$ cat src/rtl/ctrl_pkg.sv
// Shared definitions for the multi-cycle RV32I-subset control unit.
// Contents: FSM state enum, opcode constants, ALU control codes, ALU op class,
// datapath select encodings and the DECODE-state dispatch function.
package ctrl_pkg;

   typedef enum logic [3:0] {
      StFetch    = 4'd0,
      StDecode   = 4'd1,
      StMemAdr   = 4'd2,
      StMemRead  = 4'd3,
      StMemWb    = 4'd4,
      StMemWrite = 4'd5,
      StExecR    = 4'd6,
      StExecI    = 4'd7,
      StAluWb    = 4'd8,
      StBeq      = 4'd9,
      StJal      = 4'd10,
      StTrap     = 4'd11
   } state_t;

   localparam logic [6:0] OP_LW  = 7'b0000011;
   localparam logic [6:0] OP_SW  = 7'b0100011;
   localparam logic [6:0] OP_R   = 7'b0110011;
   localparam logic [6:0] OP_I   = 7'b0010011;
   localparam logic [6:0] OP_BEQ = 7'b1100011;
   localparam logic [6:0] OP_JAL = 7'b1101111;

   localparam logic [2:0] ALU_ADD = 3'b000;
   localparam logic [2:0] ALU_SUB = 3'b001;
   localparam logic [2:0] ALU_AND = 3'b010;
   localparam logic [2:0] ALU_OR  = 3'b011;
   localparam logic [2:0] ALU_SLT = 3'b101;

   // ALU op class requested by the FSM; AluOpFunct defers to funct3/funct7.
   typedef enum logic [1:0] {
      AluOpAdd   = 2'b00,
      AluOpSub   = 2'b01,
      AluOpFunct = 2'b10
   } alu_op_t;

   localparam logic [1:0] RES_ALU_OUT    = 2'b00;
   localparam logic [1:0] RES_READ_DATA  = 2'b01;
   localparam logic [1:0] RES_ALU_RESULT = 2'b10;

   localparam logic [1:0] SRCA_PC     = 2'b00;
   localparam logic [1:0] SRCA_OLD_PC = 2'b01;
   localparam logic [1:0] SRCA_RD1    = 2'b10;

   localparam logic [1:0] SRCB_RD2  = 2'b00;
   localparam logic [1:0] SRCB_IMM  = 2'b01;
   localparam logic [1:0] SRCB_FOUR = 2'b10;

   localparam logic [1:0] IMM_I = 2'b00;
   localparam logic [1:0] IMM_S = 2'b01;
   localparam logic [1:0] IMM_B = 2'b10;
   localparam logic [1:0] IMM_J = 2'b11;

   // Successor of DECODE; any encoding outside the supported subset traps.
   function automatic state_t decode_next(input logic [6:0] op, input logic [2:0] funct3,
                                          input logic funct7_5);
      logic f3_ok;
      f3_ok = (funct3 == 3'b000) || (funct3 == 3'b010) ||
              (funct3 == 3'b110) || (funct3 == 3'b111);
      case (op)
         OP_LW, OP_SW: decode_next = (funct3 == 3'b010) ? StMemAdr : StTrap;
         OP_R:         decode_next = (f3_ok && (!funct7_5 || funct3 == 3'b000)) ?
                                     StExecR : StTrap;
         OP_I:         decode_next = f3_ok ? StExecI : StTrap;
         OP_BEQ:       decode_next = (funct3 == 3'b000) ? StBeq : StTrap;
         OP_JAL:       decode_next = StJal;
         default:      decode_next = StTrap;
      endcase
   endfunction

endpackage

$ cat src/rtl/alu_dec.sv
// ALU control decoder.
// Ports: FUNCT3, FUNCT7_5 (instruction fields), IS_R (R-type, enables sub via
// FUNCT7_5), ALU_OP (class from FSM) -> ALU_CONTROL (3-bit ALU operation).
module alu_dec
   import ctrl_pkg::*;
(
   input  logic [2:0] FUNCT3,
   input  logic       FUNCT7_5,
   input  logic       IS_R,
   input  alu_op_t    ALU_OP,
   output logic [2:0] ALU_CONTROL
);

   always_comb begin
      ALU_CONTROL = ALU_ADD;
      unique case (ALU_OP)
         AluOpAdd: ALU_CONTROL = ALU_ADD;
         AluOpSub: ALU_CONTROL = ALU_SUB;
         AluOpFunct: begin
            case (FUNCT3)
               // Immediate forms carry imm bits in [30]; only R-type may subtract.
               3'b000:  ALU_CONTROL = (IS_R && FUNCT7_5) ? ALU_SUB : ALU_ADD;
               3'b010:  ALU_CONTROL = ALU_SLT;
               3'b110:  ALU_CONTROL = ALU_OR;
               3'b111:  ALU_CONTROL = ALU_AND;
               default: ALU_CONTROL = ALU_ADD;
            endcase
         end
         default: ALU_CONTROL = ALU_ADD;
      endcase
   end

endmodule

$ cat src/rtl/multicycle_ctrl.sv
// Moore control FSM for a multi-cycle RV32I subset core with shared memory.
// Inputs: CLK, RST (async, active high), OP/FUNCT3/FUNCT7_5 from the IR, ZERO
// from the ALU, MEM_READY memory handshake.
// Outputs: PC/IR/memory/register write enables, datapath selects (ADR_SRC,
// RESULT_SRC, ALU_SRC_A/B, IMM_SRC), ALU_CONTROL, RETIRE pulse, sticky ILLEGAL
// trap flag and STATE for debug.
module multicycle_ctrl
   import ctrl_pkg::*;
#(
   parameter int unsigned ALU_CTRL_W = 3
) (
   input  logic                  CLK,
   input  logic                  RST,
   input  logic [6:0]            OP,
   input  logic [2:0]            FUNCT3,
   input  logic                  FUNCT7_5,
   input  logic                  ZERO,
   input  logic                  MEM_READY,
   output logic                  PC_WRITE,
   output logic                  ADR_SRC,
   output logic                  MEM_WRITE,
   output logic                  IR_WRITE,
   output logic [1:0]            RESULT_SRC,
   output logic [1:0]            ALU_SRC_A,
   output logic [1:0]            ALU_SRC_B,
   output logic [1:0]            IMM_SRC,
   output logic [ALU_CTRL_W-1:0] ALU_CONTROL,
   output logic                  REG_WRITE,
   output logic                  RETIRE,
   output logic                  ILLEGAL,
   output logic [3:0]            STATE
);

   state_t     state;
   alu_op_t    alu_op;
   logic       is_r;
   logic [2:0] alu_ctrl;
   logic       pc_write_c, mem_write_c, ir_write_c, reg_write_c, retire_c;

   always_ff @(posedge CLK or posedge RST) begin
      if (RST) begin
         state <= StFetch;
      end else begin
         case (state)
            StFetch:    if (MEM_READY) state <= StDecode;
            StDecode:   state <= decode_next(OP, FUNCT3, FUNCT7_5);
            StMemAdr:   state <= (OP == OP_SW) ? StMemWrite : StMemRead;
            StMemRead:  if (MEM_READY) state <= StMemWb;
            StMemWb:    state <= StFetch;
            StMemWrite: if (MEM_READY) state <= StFetch;
            StExecR:    state <= StAluWb;
            StExecI:    state <= StAluWb;
            StAluWb:    state <= StFetch;
            StBeq:      state <= StFetch;
            StJal:      state <= StAluWb;
            StTrap:     state <= StTrap;
            default:    state <= StTrap;
         endcase
      end
   end

   always_comb begin
      pc_write_c  = 1'b0;
      mem_write_c = 1'b0;
      ir_write_c  = 1'b0;
      reg_write_c = 1'b0;
      retire_c    = 1'b0;
      ADR_SRC     = 1'b0;
      RESULT_SRC  = RES_ALU_OUT;
      ALU_SRC_A   = SRCA_PC;
      ALU_SRC_B   = SRCB_RD2;
      IMM_SRC     = IMM_I;
      alu_op      = AluOpAdd;
      is_r        = 1'b0;
      case (state)
         StFetch: begin
            ALU_SRC_B  = SRCB_FOUR;
            RESULT_SRC = RES_ALU_RESULT;
            ir_write_c = MEM_READY;
            pc_write_c = MEM_READY;
         end
         StDecode: begin
            // Branch/jump target is precomputed here into ALU_OUT.
            ALU_SRC_A = SRCA_OLD_PC;
            ALU_SRC_B = SRCB_IMM;
            IMM_SRC   = (OP == OP_JAL) ? IMM_J : IMM_B;
         end
         StMemAdr: begin
            ALU_SRC_A = SRCA_RD1;
            ALU_SRC_B = SRCB_IMM;
            IMM_SRC   = (OP == OP_SW) ? IMM_S : IMM_I;
         end
         StMemRead: begin
            ADR_SRC = 1'b1;
         end
         StMemWb: begin
            RESULT_SRC  = RES_READ_DATA;
            reg_write_c = 1'b1;
            retire_c    = 1'b1;
         end
         StMemWrite: begin
            ADR_SRC     = 1'b1;
            mem_write_c = 1'b1;
            retire_c    = MEM_READY;
         end
         StExecR: begin
            ALU_SRC_A = SRCA_RD1;
            ALU_SRC_B = SRCB_RD2;
            alu_op    = AluOpFunct;
            is_r      = 1'b1;
         end
         StExecI: begin
            ALU_SRC_A = SRCA_RD1;
            ALU_SRC_B = SRCB_IMM;
            alu_op    = AluOpFunct;
         end
         StAluWb: begin
            reg_write_c = 1'b1;
            retire_c    = 1'b1;
         end
         StBeq: begin
            ALU_SRC_A  = SRCA_RD1;
            ALU_SRC_B  = SRCB_RD2;
            alu_op     = AluOpSub;
            pc_write_c = ZERO;
            retire_c   = 1'b1;
         end
         StJal: begin
            ALU_SRC_A  = SRCA_OLD_PC;
            ALU_SRC_B  = SRCB_FOUR;
            pc_write_c = 1'b1;
         end
         default: ;
      endcase
   end

   alu_dec u_alu_dec (
      .FUNCT3      (FUNCT3),
      .FUNCT7_5    (FUNCT7_5),
      .IS_R        (is_r),
      .ALU_OP      (alu_op),
      .ALU_CONTROL (alu_ctrl)
   );

   // FETCH enables follow MEM_READY, so they must be masked while reset is held.
   assign PC_WRITE    = pc_write_c  & ~RST;
   assign MEM_WRITE   = mem_write_c & ~RST;
   assign IR_WRITE    = ir_write_c  & ~RST;
   assign REG_WRITE   = reg_write_c & ~RST;
   assign RETIRE      = retire_c    & ~RST;
   assign ILLEGAL     = (state == StTrap);
   assign STATE       = state;
   assign ALU_CONTROL = ALU_CTRL_W'(alu_ctrl);

endmodule

$ cat config.mk
export PLATFORM = sky130hd
export DESIGN_NAME = multicycle_ctrl
export DESIGN_NICKNAME = d
export VERILOG_FILES = /design/src/rtl/ctrl_pkg.sv /design/src/rtl/alu_dec.sv /design/src/rtl/multicycle_ctrl.sv
export SDC_FILE = /design/constraint.sdc
export NUM_CORES = 1
export LEC_CHECK = 0
export CAP_MARGIN = 15
export CORE_ASPECT_RATIO = 1.2
export CORE_MARGIN = 2
export CORE_UTILIZATION = 40
export DETAILED_ROUTE_END_ITERATION = 6
export GPL_TIMING_DRIVEN = 0
export PLACE_DENSITY = 0.79
export SYNTH_ARGS = -nofsm -noshare
export SYNTH_HDL_FRONTEND = slang
export SYNTH_SLANG_ARGS = --single-unit
$ cat constraint.sdc
create_clock -name CLK -period 2.55 [get_ports CLK]
set_input_delay 0.51 -clock CLK [delete_from_list [all_inputs] [get_ports CLK]]
set_output_delay 0.51 -clock CLK [all_outputs]
set_load 0.01 [all_outputs]
Word-level counts from Yosys, hierarchy flattened

Cells that the tools add are included.

Register bits after elaboration: 4
Input bits: 15

Equal/unequal tests: 25
Multiplexer cells: 27
Bitwise operators: 6
Reduce and logical (&&, ||, !) cells: 20

Operator list:

| kind                                           | number |
|---|---|
| one-hot mux 4 bit (7 select lines)             | 1 |
| 2-to-1 mux 4 bit                               | 6 |
| one-hot mux 2 bit (2 select lines)             | 5 |
| one-hot mux 4 bit (5 select lines)             | 1 |
| == test 4 x 3 -> 1 bit (second input constant) | 4 |
| == test 4 bit (second input constant)          | 4 |
| == test 7 x 6 -> 1 bit (second input constant) | 2 |
| == test 7 bit (second input constant)          | 2 |
| one-hot mux 3 bit (4 select lines)             | 1 |
| OR reduction 2 bit                             | 6 |
| OR reduction 3 bit                             | 3 |
| == test 4 x 2 -> 1 bit (second input constant) | 2 |
| 2-to-1 mux 1 bit                               | 8 |
| == test 7 x 2 -> 1 bit (second input constant) | 1 |
| == test 7 x 5 -> 1 bit (second input constant) | 1 |
| == test 3 bit (second input constant)          | 2 |
| != test 2 bit (second input constant)          | 3 |
| one-hot mux 3 bit (2 select lines)             | 1 |
| AND 1 bit                                      | 5 |
| == test 4 x 1 -> 1 bit (second input constant) | 1 |
| zero test 4 bit                                | 1 |
| logical OR 1 bit                               | 4 |
| OR reduction 4 bit                             | 1 |
| == test 3 x 2 -> 1 bit (second input constant) | 1 |
| other kinds (11)                               | 12 |

Depth between registers and ports, before layout

Gate-level depths: netlist of the first run.

Depth in word-level cells: 8
Depth in mapped cells: 7
Gate-level depth less buffers: 6

By module

A second synthesis of the first run with hierarchy kept.

Cells, all modules: 130
Area total of the unflattened synthesis: 877.1 um^2

By module, submodules not included:

| module          | times used | cells an instance | area an instance (um^2) | seq. area each (um^2) |
|---|---|---|---|---|
| multicycle_ctrl | 1          | 119               | 780.7                   | 100.1 |
| alu_dec         | 1          | 11                | 96.3                    | 0.0 |

Worst setup path after synthesis of the first run

No wires, ideal clock.

Path type: flip-flop to output port
Start: register state[1], in the netlist STATE[1]
End: output port ALU_CONTROL[2]
Data arrival time: 1.703 ns
Data required time: 2.040 ns
Path slack: 0.337 ns
Stages on the path, launching flop included: 6
Path through: dfrtp_1 -> buf_2 -> buf_1 -> nand3b_1 -> ha_1 -> nor4_1

Cells in the longest elaborated chain, start to end: 5

RTL lines:

| element                                                 | line                  | source |
|---|---|---|
| from (decl)                                             | multicycle_ctrl.sv:34 | `state_t state;` |
| from (signal assigned)                                  | multicycle_ctrl.sv:42 | `state <= StFetch;` |
| from (signal assigned)                                  | multicycle_ctrl.sv:45 | `StFetch: if (MEM_READY) state <= StDecode;` |
| from (signal assigned)                                  | multicycle_ctrl.sv:46 | `StDecode: state <= decode_next(OP, FUNCT3, FUNCT7_5);` |
| == test 4 x 3 -> 1 bit                                  | multicycle_ctrl.sv:75 | `case (state)` |
| OR reduction 2 bit (no source line)                     | n/a                   |  |
| one-hot mux 2 bit (2 select lines) (*)                  | multicycle_ctrl.sv:75 |  |
| == test 2 bit or == test 2 x 1 -> 1 bit (tied branches) | alu_dec.sv:16         | `unique case (ALU_OP)` |
| one-hot mux 3 bit (2 select lines) (*)                  | alu_dec.sv:16         |  |
| to (decl)                                               | multicycle_ctrl.sv:27 | `output logic [ALU_CTRL_W-1:0] ALU_CONTROL,` |

Every way passes the cells marked *; elsewhere a longest branch is shown, timed or not.

Final worst setup path of the first run

Start: register state[1], in the netlist STATE[1]
End: output port IR_WRITE

Cells in the longest elaborated chain, start to end: 3

RTL lines:

| element          | line                   | source |
|---|---|---|
| zero test 4 bit  | multicycle_ctrl.sv:75  |  |
| 2-to-1 mux 1 bit | multicycle_ctrl.sv:75  |  |
| AND 1 bit        | multicycle_ctrl.sv:148 | `assign IR_WRITE = ir_write_c & ~RST;` |
| to (decl)        | multicycle_ctrl.sv:22  | `output logic IR_WRITE,` |

No other way between the ends.

==> metrics.txt, run 1 <==
status=finished, final reports clean; Seq cells post-synth=4; Post-synth EDFFs=0; worst reg-to-reg path cell count=5; Core Area=1810 sq um; largest net degree at the start of global routing=11; P per Cell Area=approximately 1000 nW/um^2; M2 GR Usage=a little over two fifths; worst-path fanout max=10; clk_skew=3.09 ps; post-synth top area cell=dfrtp_1; drt pass-1 iters=4; reg2reg start=STATE[0]; n_diodes=0; Inserted Clock Buffers=3; worst slew pin tran=around 480 ps; simple-gate share of the synthesized area=between 30% and 40%; top cell type's share of synthesized area=between 10% and 20%; Max stage delay cell, worst path=clkdlybuf4s50_1; mapped cell area=approximately 760 sq um; Main synth FF type=dfrtp_1; max FFs per register=4; RSZ-0062 raised after global routing=yes; GRT busiest layer=met2; FF-to-FF End=STATE[2]; Vias=967; Static Leak=around 0.56 nW; worst-skew pair later-pin latency=240 ps; reg-to-reg slack, setup=930 ps; post-synthesis cell type count=41; syn avg cell area=roughly 6.9 sq um; initial core utilization=between 40% and 50%; CTS tree=done; area of the multi-input gates=slightly above 600 sq um; residual overflow from global routing=0; Final Hold Viols=0; number of global-route vias before repair=964; Cells after Synth=110; Port Buffers=36; CP endpoint kind=output pin; worst vdd ir=about 0.47 mV; final setup fails=0; P&R area growth vs syn=61.9%; RePlAce Congestion=about 0.8; met1 Usage GRT=about a quarter; Routed Wire Length=2370 microns; critical path launch point type=flop; critical path required time=around 2000 ps; f_max=398 MHz; setup ws final=~34 ps; Top Ports=37; Placement Setup Slack=-126 ps; Total Routing Usage GR=between 20 and 25%; complex-gate fraction of the synthesized area=a little under 30%; antenna-violating nets left=0; CP arrival=approximately 2000 ps; CTS Buffer Depth=2; DRC Markers=0; Site Rows=17; commonest non-fill, non-tap cells in the layout=clkdlybuf4s50_1 (30), nor2_1 (11), inv_1 (8); Seq/Total Area, Yosys=13.2%; initial antenna violation count=0; CTS root buf=clkbuf_4; Die Ht=51.7 microns; htree depth=1; Worst path depth=4; Post-Synth Adder-Cell Area=between 3 and 4%; FILL cells=roughly 170; buffers and inverters on the worst path=2; largest family of logic cells by synthesized area=simple AND/OR/NAND/NOR gates; Worst path top cell family by delay=buffers and inverters; period utilisation layout=a little over nine tenths; synth top area cells=dfrtp_1 (13%), nor2b_1 (6.6%), nor2_1 (5.9%); XOR/XNOR Fraction of Synth Area=roughly 2.3%; DPL Wire Length=1850 microns; max cap viols=0; Clock Pin Slew Worst Setup and Hold Paths=40 ps; die width=approximately 44 microns; normalized max-slew margin=roughly 68%; Synth Warn #=0; global-route wire length before repair=between 4000 and 5000 microns; M3 GR Usage=under 10%; register area=between 100 and 150 sq um; clock sink count=4; cells along the critical path=buf_4, nor4_1, and3_1, clkdlybuf4s50_1; Hold Crit Class=input pin to asynchronous set/reset pin; syn_nets=127; NumNets Final=170; Cell Count, Final, Fillers Out=170; post-placement cell area=~1100 sq um; setup TNS=0 ps; worst hold slack=roughly 600 ps; max-slew violations=0; DR iter-0 viols=25; commonest non-fill, non-tap cell in the layout=clkdlybuf4s50_1; routed len/inst=between 10 and 15 microns; layout cells sized above 1=17.9%; critical path class=flop to output pin; largest stage delay on the critical path=about 530 ps; mux cell area share after synthesis=under 10%; Period minus WS final=between 2000 and 3000 ps; post-DR vias/cell=between 5 and 6; Final Instance Area=1230 sq um; die area=2260 sq um; dpl cells=about 170; post-synthesis async set-or-reset flop share=100%
how the worst max path moves through the flow:
| stage | start | to | slack [ps] |
|---|---|---|---|
| 5_1_grt | STATE[2] | IR_WRITE | -60 |
| 4_1_cts | MEM_READY | RETIRE | 10 |
| 6_report | STATE[1] | IR_WRITE | 30 |
| 3_3_place_gp | STATE[3] | ALU_CONTROL[2] | -120 |
| 2_1_floorplan | STATE[1] | ALU_CONTROL[2] | 340 |
| 3_5_place_dp | STATE[3] | ALU_CONTROL[2] | -130 |
cell families after synthesis:
| family | count (synthesis) |
|---|---|
| XOR/XNOR | 2 |
| adder cells (fa/ha/maj) | 2 |
| buffers and inverters | 16 |
| AND/OR/NAND/NOR | 54 |
| flip-flops | 4 |
| multiplexers | 3 |
| AO/OA/AOI/OAI | 29 |
Yosys cell counts (2+ instances only):
| cell | count |
|---|---|
| a21o_1 | 2 |
| a21oi_1 | 6 |
| a221o_1 | 2 |
| a32oi_1 | 3 |
| and3_1 | 3 |
| buf_1 | 2 |
| buf_2 | 3 |
| dfrtp_1 | 4 |
| ha_1 | 2 |
| inv_1 | 8 |
| mux2i_1 | 2 |
| nand2_1 | 6 |
| nand2b_1 | 3 |
| nand3_1 | 6 |
| nor2_1 | 12 |
| nor2b_1 | 8 |
| nor3_1 | 8 |
| nor4_1 | 2 |
| o21ai_0 | 4 |
| o22ai_1 | 2 |
| o31ai_1 | 2 |
through the flow:
step                      total power [mW]  util [%]
after floorplan                      0.692         -
after global routing                  1.35      68.0
final                                 1.25      68.0
after CTS                             1.19      65.9
after global placement                1.05      63.3
after detailed placement              1.07      63.3
layout make-up:
| class | count | area share [%] |
|---|---|---|
| Inverter | 9 | 2.75 |
| Tap cell | 19 | 1.93 |
| Clock buffer | 3 | 1.83 |
| Timing Repair Buffer | 38 | 30.2 |
| Sequential cell | 4 | 8.24 |
| Buffer | 7 | 4.68 |
| Multi-Input combinational cell | 90 | 50.4 |
report_power, final:
part | total, mW | leakage (nW) | internal (mW) | switching, mW
combinational | 1.03 | 0.495 | 0.534 | 0.498
clock | 0.0843 | 0.0138 | 0.0530 | 0.0313
sequential | 0.133 | 0.0488 | 0.0956 | 0.0370
worst register-to-register path: stages (launching register included):
cell	delay (ps)
dfrtp_2	460
buf_4	160
inv_2	80
mux2_1	330
a221o_1	340
o22ai_2	170
layer usage:
layer	vias up	wire, microns
li1	484	-
met1	440	984
met2	38	1240
met3	5	115
met4	0	31
met5	-	0
what timing repair did:
action,4_1_cts,5_1_grt
endpoints found under the setup margin,9,6
resized for setup,16,11
setup buffers,0,2
hold buffers,0,0
hold endpoints to repair,0,0
Note: power is estimated with default switching activity, not from simulation.
==> run 2, diff against run 1 <==
Settings changed: CAP_MARGIN 15 to not set, HOLD_SLACK_MARGIN set to 0.15.
Clock period 2.55 ns to 3.2 ns, I/O delays scaled along.
==> run 2 against run 1 <==
Largest cell class unchanged; design area decreased by 5.6%; power fell by 27%; core utilization is 3.8 points lower; clock power is 21% lower; count of clock-buffer cells in the layout unchanged; worst setup slack improved by 220 ps; register-to-register slack better by 580 ps; clock skew up 0.82 ps; critical path depth is 1 higher; cell count down 2.4%; sequential power shrank 21%.
==> metrics.txt, run 2 (synthesis gave the netlist of run 1 again) <==
f_max=between 300 and 400 MHz; Port Buffers=36; P&R area growth vs syn=52.9%; normalized max-slew margin=67.5%; CP arrival=2300 ps; CTS Buffer Depth=2; worst vdd ir=~0.37 mV; DRC Markers=0; worst hold slack=724 ps; Max stage delay cell, worst path=clkdlybuf4s50_1; antenna-violating nets left=0; Cell Count, Final, Fillers Out=about 170; Total Routing Usage GR=between 20% and 30%; largest stage delay on the critical path=approximately 590 ps; Hold-fix buffers, CTS=0; clock sink count=4; Worst path top cell family by delay=simple AND/OR/NAND/NOR gates; Hold Crit Class=flop to flop; CP startpoint=STATE[0]; reg-to-reg slack, setup=1510 ps; worst-path fanout max=7; RePlAce Congestion=0.778; worst-skew pair later-pin latency=between 200 and 250 ps; Final Hold Viols=0; max-slew violations=0; die width=about 44 microns; max FFs per register=4; setup ws final=~260 ps; cells along the critical path=nor2b_2, nand3b_1, ha_1, nor4_1, clkdlybuf4s50_1; FILL cells=176; Routed Wire Length=~2300 microns; drt pass-1 iters=4; residual overflow from global routing=0; hold path depth=2; Core Area=1810 sq um; buffers and inverters on the worst path=1; Placement Setup Slack=313 ps; CTS tree=done; setup TNS=0 ps; routed len/inst=13.6 microns; Overall Power=913 uW; Period minus WS final=2940 ps; Die Ht=about 52 microns; Core Util, Final=64.2%; RSZ-0062 raised after global routing=no; critical path launch point type=flop; Vias=approximately 1000; die area=around 2300 sq um; global-route wire length before repair=3950 microns; layout cells sized above 1=a little under a tenth; number of global-route vias before repair=between 900 and 1000; register area=approximately 100 sq um; Top Ports=37; post-DR vias/cell=between 5 and 6; DPL Wire Length=~1800 microns; DR iter-0 viols=21; status=finished, final reports clean; Hold Path End=STATE[2]; Inserted Clock Buffers=3; NumNets Final=166; period utilisation layout=91.9%; Site Rows=17; commonest non-fill, non-tap cell in the layout=clkdlybuf4s50_1; htree depth=1; max cap viols=0; P per Cell Area=about 790 nW/um^2; largest net degree at the start of global routing=11; critical path required time=2560 ps; n_diodes=0; critical path class=flop to output pin; final setup fails=0; clk_skew=approximately 4 ps; Clock Pin Slew Worst Setup and Hold Paths=around 40 ps; post-placement cell area=1140 sq um; Hold Crit Start=STATE[0]; worst slew pin tran=483 ps; area of the multi-input gates=between 500 and 600 sq um; Final Instance Area=roughly 1200 sq um; Static Leak=~0.48 nW; dpl cells=around 170; CP endpoint kind=output pin; CTS root buf=clkbuf_4; FF-to-FF End=STATE[2]; initial antenna violation count=0; worst reg-to-reg path cell count=5; reg2reg start=STATE[1]; initial core utilization=between 40% and 50%; commonest non-fill, non-tap cells in the layout=clkdlybuf4s50_1 (36), nor2_1 (12), inv_1 (8), nor3_1 (8), nor2b_1 (7)
==> run 2: cell count changes in the layout (fill, tap and decap cells not counted), moves of 2 or more <==
cell,before,now
buf_2,0,3
buf_4,6,0
clkbuf_2,2,0
clkdlybuf4s50_1,30,36
dlygate4sd2_1,3,0
dlymetal6s2s_1,2,0
nor2b_1,5,7
nor3_1,6,8
nor3_2,2,0
==> run 2: routing by layer <==
layer	global-route usage, %	vias up	part of all wire [%]
met4	9.60	0	1.5
met3	1.74	6	5.2
met1	24.4	454	40
met2	42.6	41	53
met5	0	-	0
li1	-	479	-
==> run 2: layout make-up <==
class	count	area share, %
well taps	19	2.05
inverters	9	2.91
multi-input cells	90	50.9
clock buffers	3	1.94
flip-flops and latches	4	8.62
repair buffers	36	31.0
plain buffers	5	2.59
==> run 2: how the worst max path moves through the flow <==
| stage | endpoint | slack [ps] | cells past startpoint |
|---|---|---|---|
| floorplan | ALU_CONTROL[2] | 860 | 5 |
| CTS | ALU_CONTROL[2] | 100 | 6 |
| finish | ALU_CONTROL[2] | 260 | 5 |
| global route | ALU_CONTROL[2] | 60 | 5 |
| detailed placement | IMM_SRC[0] | 310 | 5 |
| global placement | IMM_SRC[0] | 340 | 5 |
==> run 2: what timing repair did <==
action	in CTS	in global routing
buffers inserted	0	0
gates resized for setup	0	1
endpoints found under the setup margin	0	1
==> run 2: worst min-delay path: cells and delay by family (launching register included) <==
| family | cells | cell delay [ps] |
|---|---|---|
| and+or+nand+nor | 1 | 140 |
| DFF | 1 | 480 |
| AOI/OAI and AO/OA | 1 | 60 |
==> run 2: report_power, final <==
part / internal [mW] / switching [mW] / total [mW]
Sequential: 0.0747 / 0.0303 / 0.105
Combinational: 0.372 / 0.370 / 0.742
Clock: 0.0422 / 0.0240 / 0.0662
==> run 3, diff against run 2 <==
Settings changed: ABC_AREA set to 1, CTS_CLUSTER_DIAMETER set to 30, PLACE_DENSITY 0.79 to 0.82.
==> run 3 against run 2 <==
Design area shrank 5.6%; first-iteration DRC count down 24%; worst hold slack improved by 18 ps; via count down 5.4%; core utilization increased by 3.4 points; maximum frequency decreased by 2.6%.
==> metrics.txt, run 3 <==
critical path launch point type=input pin; Synth top cells by count=nand2_1 (35), nor2_1 (30), inv_1 (25); worst reg-to-reg path cell count=6; Main synth FF type=dfrtp_1; P&R area growth vs syn=58.7%; Port Buffers=36; Core Util, Final=about two thirds; Total Routing Usage GR=just under 20%; n_diodes=0; mapped cell area=~690 sq um; syn avg cell area=5.19 sq um; Final Hold Viols=0; count leader, synth=nand2_1; mux cell area share after synthesis=0%; period utilisation layout=between 90% and 100%; worst slew pin tran=approximately 380 ps; FF-to-FF End=STATE[0]; largest net degree at the start of global routing=8; CTS tree=done; commonest non-fill, non-tap cells in the layout=clkdlybuf4s50_1 (36), nand2_1 (35), nor2_1 (30); complex-gate fraction of the synthesized area=between 10 and 15%; CP arrival=roughly 2400 ps; Synth Warn #=0; Placement Setup Slack=200 ps; Period minus WS final=around 3000 ps; Routed Wire Length=1930 microns; number of global-route vias before repair=roughly 800; normalized max-slew margin=74.4%; post-synth top area cell=nand2_1; syn_nets=150; Core Area=between 1500 and 2000 sq um; DPL Wire Length=about 1700 microns; metal2 WL=~1000 microns; Clock Pin Slew Worst Setup and Hold Paths=approximately 40 ps; Internal=around 110 uW; setup TNS=0 ps; Cells after Synth=133; top cell type's share of synthesized area=around a fifth; Static Leak=roughly 0.53 nW; clk_skew=roughly 5.7 ps; Hold Crit Class=input pin to asynchronous set/reset pin; # resized after CTS=0; CTS Buffer Depth=2; postcts setup bufs=0; drt pass-1 iters=4; global-route wire length before repair=between 3000 and 4000 microns; initial antenna violation count=0; max-slew violations=0; post-synthesis cell type count=22; post-placement cell area=around 1100 sq um; Overall Power=roughly 150 uW; DRC Markers=0; Top Ports=37; post-synthesis async set-or-reset flop share=100%; clock sink count=4; RePlAce Congestion=approximately 0.91; final setup fails=0; die area=~2100 sq um; metal3 WL=108 microns; Seq/Total Area, Yosys=between 10% and 20%; Cell Count, Final, Fillers Out=between 150 and 200; worst-path fanout max=6; Hold-fix buffers, CTS=0; clock network power share=slightly above 40%; NumNets Final=between 150 and 200; XOR/XNOR Fraction of Synth Area=0%; worst vdd ir=approximately 0.29 mV; routed len/inst=roughly 10 microns; Seq cells post-synth=4; Site Rows=16; dpl cells=~190; status=finished, final reports clean; f_max=~330 MHz; post-DR vias/cell=~4.9; critical path class=input pin to output pin; htree depth=1; Post-Synth Adder-Cell Area=~3.6%; DR iter-0 viols=16; P_sw=36.5 uW; initial core utilization=between 40 and 50%; Flop pwr share=34.1%; setup ws final=181 ps; Final Instance Area=between 1000 and 1500 sq um; Gate power share=roughly a quarter; antenna-violating nets left=0; worst-skew pair later-pin latency=between 200 and 250 ps; switch share=around a quarter; max FFs per register=4; Inserted Clock Buffers=3; worst hold slack=roughly 740 ps; simple-gate share of the synthesized area=about half; critical path required time=2560 ps; layout cells sized above 1=under 10%; M1 wire length=804 microns; reg-to-reg slack, setup=between 1500 and 2000 ps; Post-synth EDFFs=0; reg2reg start=STATE[0]; synth top area cells=nand2_1 (19%), nor2_1 (16%), dfrtp_1 (14%); P per Cell Area=about 140 nW/um^2; residual overflow from global routing=0; Top Metal Used=met4; max cap viols=0; CTS root buf=clkbuf_4; CP endpoint kind=output pin; FILL cells=between 150 and 200; RSZ-0062 raised after global routing=no; largest family of logic cells by synthesized area=simple AND/OR/NAND/NOR gates; Die Ht=49.5 microns; commonest non-fill, non-tap cell in the layout=clkdlybuf4s50_1; Vias=around 900; die width=41.9 microns
-- run 3: cell count changes in the layout (fill, tap and decap cells not counted), moves of 3 or more --
cell / previous run / this run
buf_2: 3 / 0
and3_1: 3 / 0
nand2_1: 6 / 35
nor2b_1: 7 / 1
nand2b_1: 3 / 0
a32oi_1: 3 / 0
inv_1: 8 / 25
inv_2: 1 / 4
nor2_2: 0 / 3
nor2_1: 12 / 30
nor3_1: 8 / 3
-- run 3: final cells by class --
cell class / count / area [sq um] / area share (%)
Multi-Input combinational cell: 100 / 482 / 43.9
Timing Repair Buffer: 36 / 360 / 32.9
Inverter: 29 / 109 / 9.93
Sequential cell: 4 / 100 / 9.13
Clock buffer: 3 / 22.5 / 2.05
Tap cell: 18 / 22.5 / 2.05
-- run 3: kinds of logic (layout without fill, tap and decap cells) --
family | Yosys count | count (layout)
compound gates | 16 | 16
fa+ha+maj | 2 | 2
buf+inv | 29 | 68
flops | 4 | 4
simple gates | 82 | 82
-- run 3: critical path, cell delays in order --
cell	delay, ps
clkdlybuf4s50_1	450
nand2_1	70
inv_1	70
nand2_1	130
nor3_1	310
a22o_1	190
clkdlybuf4s50_1	530
-- run 3: power groups by stage --
stage	clock network [mW]	logic, mW	registers [mW]
2_1_floorplan	0	0.0129	0.0515
3_3_place_gp	0	0.0358	0.0515
3_5_place_dp	0	0.0370	0.0515
4_1_cts	0.0644	0.0372	0.0509
5_1_grt	0.0723	0.0417	0.0508
6_report	0.0611	0.0371	0.0509
-- run 3: worst max path at each step --
| stage | from | endpoint | slack, ps | depth (start not counted) |
|---|---|---|---|---|
| after floorplan | STATE[3] | ALU_CONTROL[2] | 1190 | 5 |
| after global placement | OP[1] | IMM_SRC[0] | 230 | 7 |
| after detailed placement | OP[1] | IMM_SRC[0] | 200 | 7 |
| after CTS | OP[1] | IMM_SRC[0] | 180 | 7 |
| after global routing | OP[1] | IMM_SRC[0] | 9 | 7 |
| final | OP[1] | IMM_SRC[0] | 180 | 7 |
-- run 3: metal layers --
metal	vias to the layer above	GRT usage, %
met3	2	5.86
li1	486	-
met1	408	21.6
met2	31	38.3
met5	-	0
met4	0	1.61
